<file path="src/rtl/ct_mat_pkg.sv">
// Shared types and constants for the matrix completion path.
package ct_mat_pkg;

    localparam int IID_W       = 7;
    localparam int NUM_MAT_SRC = 3;

    typedef enum logic [1:0] {
        MAT_SRC_CFG = 2'd0,
        MAT_SRC_ALU = 2'd1,
        MAT_SRC_LSU = 2'd2
    } mat_src_e;

    // (base + inc) mod 3 for source indices in 0..2
    function automatic logic [1:0] src_add(input logic [1:0] base, input logic [1:0] inc);
        logic [2:0] s;
        s = {1'b0, base} + {1'b0, inc};
        if (s >= 3'd3) begin
            s = s - 3'd3;
        end
        return s[1:0];
    endfunction

endpackage

</file>
<file path="src/rtl/ct_mat_cmplt_fifo.sv">
// Per-source completion FIFO; entry written at the push edge is at the head next cycle.
// Push while full or during flush is dropped; the caller watches full.
module ct_mat_cmplt_fifo #(
    parameter int IID_W = 7,
    parameter int DEPTH = 2
) (
    input  logic             clk,
    input  logic             gclk,
    input  logic             rst_n,
    input  logic             push,
    input  logic [IID_W-1:0] push_iid,
    input  logic             pop,
    input  logic             flush,
    output logic             full,
    output logic             empty,
    output logic [IID_W-1:0] head_iid
);

    localparam int AW = $clog2(DEPTH);
    localparam int CW = AW + 1;

    logic [IID_W-1:0] mem [DEPTH];
    logic [AW-1:0]    wr_ptr;
    logic [AW-1:0]    rd_ptr;
    logic [CW-1:0]    count;
    logic             push_ok;
    logic             pop_ok;

    assign full     = (count == CW'(DEPTH));
    assign empty    = (count == '0);
    assign push_ok  = push & ~full & ~flush;
    assign pop_ok   = pop & ~empty & ~flush;
    assign head_iid = mem[rd_ptr];

    always_ff @(posedge clk or negedge rst_n) begin
        if (!rst_n) begin
            wr_ptr <= '0;
            rd_ptr <= '0;
            count  <= '0;
        end else if (flush) begin
            wr_ptr <= '0;
            rd_ptr <= '0;
            count  <= '0;
        end else begin
            if (push_ok) begin
                wr_ptr <= wr_ptr + AW'(1);
            end
            if (pop_ok) begin
                rd_ptr <= rd_ptr + AW'(1);
            end
            case ({push_ok, pop_ok})
                2'b10:   count <= count + CW'(1);
                2'b01:   count <= count - CW'(1);
                default: count <= count;
            endcase
        end
    end

    // Storage only toggles when the gate is open; pointers stay on the free-running clock
    always_ff @(posedge gclk) begin
        if (push_ok) begin
            mem[wr_ptr] <= push_iid;
        end
    end

endmodule

</file>
<file path="src/rtl/gated_clk_cell.sv">
// Latch-based clock gate: enable captured while clk_in is low, so clk_out never glitches.
// Combinational path only; no backpressure.
module gated_clk_cell (
    input  logic clk_in,
    input  logic global_en,
    input  logic module_en,
    input  logic local_en,
    input  logic external_en,
    output logic clk_out
);

    logic clk_en;
    logic en_lat;

    // module_en forces the clock on; external_en is the scan override
    assign clk_en = (global_en & (module_en | local_en)) | external_en;

    always_latch begin
        if (!clk_in) begin
            en_lat <= clk_en;
        end
    end

    assign clk_out = clk_in & en_lat;

endmodule

</file>
<file path="src/rtl/ct_mat_cmplt_arbiter.sv">
// Round-robin merge of cfg/alu/lsu completions onto pipe8; one cycle from sel to cmplt minimum.
// Each source stalls on its full flag; flush kills the output and empties every FIFO.
module ct_mat_cmplt_arbiter #(
    parameter int IID_W = ct_mat_pkg::IID_W,
    parameter int DEPTH = 2
) (
    input  logic             forever_cpuclk,
    input  logic             cpurst_b,
    input  logic             cp0_mat_icg_en,
    input  logic             cp0_yy_clk_en,
    input  logic             pad_yy_icg_scan_en,
    input  logic             rtu_yy_xx_flush,
    input  logic             mat_cfg_cbus_ex1_pipe8_sel,
    input  logic [IID_W-1:0] mat_cfg_cbus_ex1_pipe8_iid,
    input  logic             mat_alu_cbus_ex1_pipe8_sel,
    input  logic [IID_W-1:0] mat_alu_cbus_ex1_pipe8_iid,
    input  logic             mat_lsu_cbus_ex1_pipe8_sel,
    input  logic [IID_W-1:0] mat_lsu_cbus_ex1_pipe8_iid,
    output logic             mat_cfg_cmplt_full,
    output logic             mat_alu_cmplt_full,
    output logic             mat_lsu_cmplt_full,
    output logic             mat_rtu_pipe8_cmplt,
    output logic [IID_W-1:0] mat_rtu_pipe8_iid,
    output logic             mat_cmplt_arb_idle,
    output logic             mat_cmplt_ovf_err
);

    import ct_mat_pkg::*;

    logic [NUM_MAT_SRC-1:0] sel;
    logic [NUM_MAT_SRC-1:0] full;
    logic [NUM_MAT_SRC-1:0] empty;
    logic [NUM_MAT_SRC-1:0] pop;
    logic [IID_W-1:0]       push_iid [NUM_MAT_SRC];
    logic [IID_W-1:0]       head_iid [NUM_MAT_SRC];
    logic [1:0]             rr_ptr;
    logic [1:0]             gnt_idx;
    logic                   gnt_vld;
    logic                   local_en;
    logic                   gclk;

    assign sel = {mat_lsu_cbus_ex1_pipe8_sel, mat_alu_cbus_ex1_pipe8_sel, mat_cfg_cbus_ex1_pipe8_sel};
    assign push_iid[MAT_SRC_CFG] = mat_cfg_cbus_ex1_pipe8_iid;
    assign push_iid[MAT_SRC_ALU] = mat_alu_cbus_ex1_pipe8_iid;
    assign push_iid[MAT_SRC_LSU] = mat_lsu_cbus_ex1_pipe8_iid;

    assign mat_cfg_cmplt_full = full[MAT_SRC_CFG];
    assign mat_alu_cmplt_full = full[MAT_SRC_ALU];
    assign mat_lsu_cmplt_full = full[MAT_SRC_LSU];
    assign mat_cmplt_arb_idle = &empty;

    assign local_en = (|sel) | ~mat_cmplt_arb_idle | rtu_yy_xx_flush;

    gated_clk_cell u_icg (
        .clk_in      (forever_cpuclk),
        .global_en   (cp0_yy_clk_en),
        .module_en   (cp0_mat_icg_en),
        .local_en    (local_en),
        .external_en (pad_yy_icg_scan_en),
        .clk_out     (gclk)
    );

    for (genvar s = 0; s < NUM_MAT_SRC; s++) begin : g_fifo
        ct_mat_cmplt_fifo #(.IID_W(IID_W), .DEPTH(DEPTH)) u_fifo (
            .clk      (forever_cpuclk),
            .gclk     (gclk),
            .rst_n    (cpurst_b),
            .push     (sel[s]),
            .push_iid (push_iid[s]),
            .pop      (pop[s]),
            .flush    (rtu_yy_xx_flush),
            .full     (full[s]),
            .empty    (empty[s]),
            .head_iid (head_iid[s])
        );
    end

    // First non-empty head starting from rr_ptr wins
    always_comb begin
        logic [1:0] cand;
        cand    = '0;
        gnt_vld = 1'b0;
        gnt_idx = rr_ptr;
        for (int k = 0; k < NUM_MAT_SRC; k++) begin
            cand = src_add(rr_ptr, 2'(k));
            if (!gnt_vld && !empty[cand]) begin
                gnt_vld = 1'b1;
                gnt_idx = cand;
            end
        end
    end

    assign mat_rtu_pipe8_cmplt = gnt_vld & ~rtu_yy_xx_flush;
    assign mat_rtu_pipe8_iid   = mat_rtu_pipe8_cmplt ? head_iid[gnt_idx] : '0;

    always_comb begin
        pop = '0;
        if (mat_rtu_pipe8_cmplt) begin
            pop[gnt_idx] = 1'b1;
        end
    end

    always_ff @(posedge forever_cpuclk or negedge cpurst_b) begin
        if (!cpurst_b) begin
            rr_ptr            <= 2'd0;
            mat_cmplt_ovf_err <= 1'b0;
        end else begin
            if (mat_rtu_pipe8_cmplt) begin
                rr_ptr <= src_add(gnt_idx, 2'd1);
            end
            if (|(sel & full)) begin
                mat_cmplt_ovf_err <= 1'b1;
            end
        end
    end

endmodule

</file>
<file path="config.mk">
export PLATFORM = sky130hd
export DESIGN_NAME = ct_mat_cmplt_arbiter
export DESIGN_NICKNAME = d
export VERILOG_FILES = /design/src/rtl/ct_mat_pkg.sv /design/src/rtl/ct_mat_cmplt_fifo.sv /design/src/rtl/gated_clk_cell.sv /design/src/rtl/ct_mat_cmplt_arbiter.sv
export SDC_FILE = /design/constraint.sdc
export NUM_CORES = 1
export LEC_CHECK = 0
export BUFFER_PORTS_ARGS = -buffer_cell sky130_fd_sc_hd__buf_4
export CAP_MARGIN = 20
export CORE_MARGIN = 2
export CORE_UTILIZATION = 55
export DETAILED_ROUTE_END_ITERATION = 7
export HOLD_SLACK_MARGIN = 0.03
export PLACE_DENSITY_LB_ADDON = 0.08
export SYNTH_ARGS = -nofsm -noshare
export SYNTH_HDL_FRONTEND = slang
export SYNTH_HIERARCHICAL = 1
export SYNTH_SLANG_ARGS = --single-unit
</file>
<file path="constraint.sdc">
create_clock -name forever_cpuclk -period 7.7 [get_ports forever_cpuclk]
set_input_delay 0.77 -clock forever_cpuclk [delete_from_list [all_inputs] [get_ports forever_cpuclk]]
set_output_delay 0.77 -clock forever_cpuclk [all_outputs]
set_load 0.01 [all_outputs]
</file>
## After elaboration in Yosys (flattened, before gate mapping)

Memories as Yosys holds them, arrays and structs flattened.
Index checks and enable logic that the tools add are counted.

- Logic and storage cells: 151
- Register bits: 15
- Latch bits: 1
- ROM bits: 0
- RAM bits: 42
- Memories: 3

Memory list:

| name | depth | bits a word | read ports | clocked after Yosys merged registers in | wr ports | RTL line | RTL |
|---|---|---|---|---|---|---|---|
| g_fifo[0].u_fifo.mem | 2 | 7 | 1 | 0 | 1 | ct_mat_cmplt_fifo.sv:22 | `logic [IID_W-1:0] mem [DEPTH];` |
| g_fifo[1].u_fifo.mem | 2 | 7 | 1 | 0 | 1 | ct_mat_cmplt_fifo.sv:22 |  |
| g_fifo[2].u_fifo.mem | 2 | 7 | 1 | 0 | 1 | ct_mat_cmplt_fifo.sv:22 |  |

- $lt $le $gt $ge: 10
- Bitwise logic cells: 29
- Shifts and indexed selects: 0
- Div/mod/pow operators: 0
- Multiply operators: 0
- Mux-type cells: 48
- Add/subtract/negate cells: 19
- Equality and inequality tests: 9
- Reductions and logical operators: 21

Operators with widths:

| cell | number |
|---|---|
| $mux 1 | 26 |
| $mux 7 | 3 |
| $mux 2 | 10 |
| $and 1x1->1 | 15 |
| $bmux 7 s2 | 1 |
| $eq 2x2->1 const B | 6 |
| $lt 2x3->1 const B | 4 |
| $pmux 2 s2 | 3 |
| $reduce_bool 2->1 | 6 |
| $ge 3x2->1 const B | 3 |
| $reduce_bool 3->1 | 3 |
| $not 1->1 | 8 |
| $sub 2x2->2 const B | 4 |
| $add 1x1->1 const B | 6 |
| $add 2x1->2 const B | 3 |
| $add 2x1->3 const B | 2 |
| $bmux 1 s2 | 3 |
| $eq 2x1->1 const B | 3 |
| $logic_not 2->1 | 3 |
| $reduce_or 3->1 | 2 |
| $sub 2x1->2 const B | 3 |
| $or 1x1->1 | 4 |
| $add 2x2->3 const B | 1 |
| $and 3x3->3 | 1 |
| 9 further kinds | 13 |

## Depth between registers and ports, before layout

- Word-level depth: 21
- Depth in mapped cells: 14

## Hierarchy

The synthesis kept the hierarchy.

By module, submodules not included:

| module | seq. area each (um^2) | area an instance (um^2) | cells each | instances |
|---|---|---|---|---|
| ct_mat_cmplt_fifo (g_fifo[1].u_fifo ...) | 520.5 | 725.7 | 47 | 2 |
| ct_mat_cmplt_arbiter | 75.1 | 729.4 | 94 | 1 |
| ct_mat_cmplt_fifo (g_fifo[0].u_fifo) | 520.5 | 723.2 | 47 | 1 |
| gated_clk_cell | 0.0 | 32.5 | 4 | 1 |

==> impl_metrics.tcl <==
set metrics [dict create \
    status "finished, final reports clean" \
    viasPerCell 5.684 \
    fin_skew_ns 0.07062 \
    holdBufCountCts 0 \
    post_synth_instance_area_um2 2937 \
    yosys_warnings 6 \
    ys_types 47 \
    r2r_cells 5 \
    vias 2069 \
    postCtsSetupBuffers 0 \
    max_slew.worst_pin.slew_ns 1.047 \
    p_leak_uw 0.001404 \
    hold_class "in2async" \
    dr.first_iter.drc_count 129 \
    core_region_area_um2 5140 \
    firstDrtPassIters 5 \
    ant_nets 0 \
    wl_per_cell_um 16.55 \
    synth-main-ff-cell "edfxtp_1" \
    critical_path.max_fanout 7 \
    vdd_drop_max_uv 216.8 \
    grt_pass1_vias 1970 \
    worstReg2RegStart "g_fifo[2].u_fifo/count[0]" \
    regToRegSetupSlack_ns 2.51 \
    place_hpwl_um 4220 \
    cts.repair.resized 0 \
    die_w_um 77.07 \
    crit_required_ns 4.48 \
    netlist_instances 239 \
    slew_violations 0 \
    start_kind "flop" \
    worst_skew_pair.late_latency_ns 0.64 \
    critPathKind "reg2latch" \
    cts_tree "yes" \
    hold_violations 0 \
    setup_viol 0 \
    setup_tns_ns 0 \
    io_buffers 42 \
    syn_to_final_growth_pct 19.60 \
    synth_fp_nets 275 \
    nets 330 \
    p_per_area_nw_per_um2 371.1 \
    path_cells "nor2_1, and3_1, nand2_1, o21ai_1, nand2b_1" \
    slowest_stage "dfrtp_1" \
    route.detailed.drc 0 \
    die_h_um 77.07 \
    dieArea_um2 5940 \
    reg2reg_to "u_icg/en_lat" \
    io-pin-count 43 \
    antenna_found_initial 0 \
    row_count 26 \
    rsz0062_at_grt "no" \
    grt_max_degree 23 \
    async_flop_share_pct 25.86 \
    grt_pass1_wl_um 9742 \
    synth_edf_count 42 \
    diodes 0 \
    grtUsageTotal_pct 21.85 \
    final_util_pct 68.33 \
    ys_ff_latch 58 \
    start_util_pct 57.13 \
    layout-drive-gt1-share_pct 30.27 \
    cap_violations 0 \
    gr-total-overflow 0 \
    cpPeakStageDelay_ns 0.43 \
    arrival_ns 1.97 \
    slew_headroom_pct 29.67 \
    syn_avg_cell_area_um2 12.29 \
    clk_pin_slew_ns 0.07 \
    wirelength_um 6023 \
    cp-end-kind "latch" \
    gp_congestion 0.8007 \
]
## logic make-up after synthesis
| group | Yosys count | share of synthesized area [%] |
|---|---|---|
| latches | 1 | 0.5111 |
| and+or+nand+nor | 69 | 13.21 |
| xor gates and xnor gates | 3 | 0.8949 |
| AOI/OAI and AO/OA | 49 | 11.25 |
| buffers and inverters | 21 | 3.025 |
| muxes | 33 | 12.82 |
| DFF | 57 | 55.73 |
| adders and majority gates | 6 | 2.556 |
## cells in the mapped netlist (5+ instances only)
master / count / area share (%)
a21oi_1: 9 / 1.5
nand2b_1: 6 / 1.3
and2_1: 5 / 1.1
mux2_2: 21 / 8.1
ha_1: 6 / 2.6
nand2_1: 7 / 0.89
o21ai_0: 10 / 1.7
nor2_1: 17 / 2.2
dfrtp_1: 15 / 13
nor2b_1: 5 / 1.1
mux2i_1: 8 / 2.7
o22ai_1: 9 / 1.9
edfxtp_1: 42 / 43
inv_1: 13 / 1.7
a31oi_1: 5 / 1.1
## layout by cell type (no fill, tap or decap), types with 2 or more instances in the layout
| master | n |
|---|---|
| nor3b_1 | 3 |
| o22ai_1 | 9 |
| or4b_1 | 3 |
| clkinv_1 | 2 |
| and2b_1 | 2 |
| edfxtp_1 | 42 |
| a22oi_1 | 4 |
| or3_1 | 4 |
| nor2b_1 | 5 |
| dfrtp_1 | 15 |
| a31oi_1 | 5 |
| o21ai_1 | 3 |
| clkbuf_8 | 13 |
| nor2_1 | 17 |
| inv_1 | 13 |
| mux2i_1 | 8 |
| buf_4 | 42 |
| inv_2 | 3 |
| nor3_1 | 4 |
| mux2_2 | 21 |
| mux2_1 | 2 |
| a21oi_1 | 9 |
| ha_1 | 6 |
| or2b_1 | 2 |
| nand3b_1 | 4 |
| nand2_1 | 7 |
| o21ai_0 | 10 |
| nand2b_1 | 6 |
| nand3_1 | 3 |
| buf_2 | 3 |
| xor2_1 | 3 |
| and2_1 | 5 |
## power breakdown
part	switching [uW]	internal (uW)	leakage (uW)
registers	40.4	317	0.000587
logic	388	323	0.000719
clock network	97.3	138	0.0000983
total	526	778	0.00140
## layout make-up
type,instances,area [um2]
multi-input combinational,160,1196
clock buffer,13,178.9
clock inverter,2,7.507
sequential,58,1652
fill,417,1628
tap,70,87.58
timing repair buffer,45,330.3
inverter,16,60.06
## metrics by stage
step / area [um2] / power [uW] / cells / hold WS (ns) / worst slack [ns]
2_1_floorplan: 2937 / 895.3 / 239 / 0.2257 / 2.593
3_3_place_gp: 3311 / 1097 / 346 / 0.2274 / 2.324
3_5_place_dp: 3311 / 1088 / 346 / 0.2263 / 2.320
4_1_cts: 3497 / 1303 / 361 / 0.03420 / 2.547
5_1_grt: 3512 / 1385 / 364 / 0.04272 / 2.364
6_report: 3512 / 1303 / 364 / 0.04087 / 2.510
## state kept, by name, summed over array words and instances (netlist names)
register / count
mat_cmplt_ovf_err: 1
rr_ptr: 2
u_icg/en_lat: 1
g_fifo.u_fifo/count: 6
g_fifo.u_fifo/wr_ptr: 3
g_fifo.u_fifo/rd_ptr: 3
g_fifo.u_fifo/mem: 42
## routing by layer
metal  GRT usage, %  share of wire [%]
met5              0                  0
met1          31.20                 49
met3          5.176                5.3
met2          31.40                 44
met4          10.89                1.6
## worst max path at each step
stage,from,endpoint,slack [ns]
2_1_floorplan,rtu_yy_xx_flush,u_icg/en_lat,2.59
3_3_place_gp,rtu_yy_xx_flush,u_icg/en_lat,2.32
3_5_place_dp,rtu_yy_xx_flush,u_icg/en_lat,2.32
4_1_cts,g_fifo[2].u_fifo/count[0],u_icg/en_lat,2.55
5_1_grt,g_fifo[2].u_fifo/count[1],u_icg/en_lat,2.36
6_report,g_fifo[2].u_fifo/count[0],u_icg/en_lat,2.51
## critical path: cells and delay by family (launching register included)
kind             cells  cell delay [ns]
AND/OR/NAND/NOR      4             0.83
AO/OA/AOI/OAI        1             0.13
flip-flops           1             0.43
Note: power is estimated with default switching activity, not from simulation.
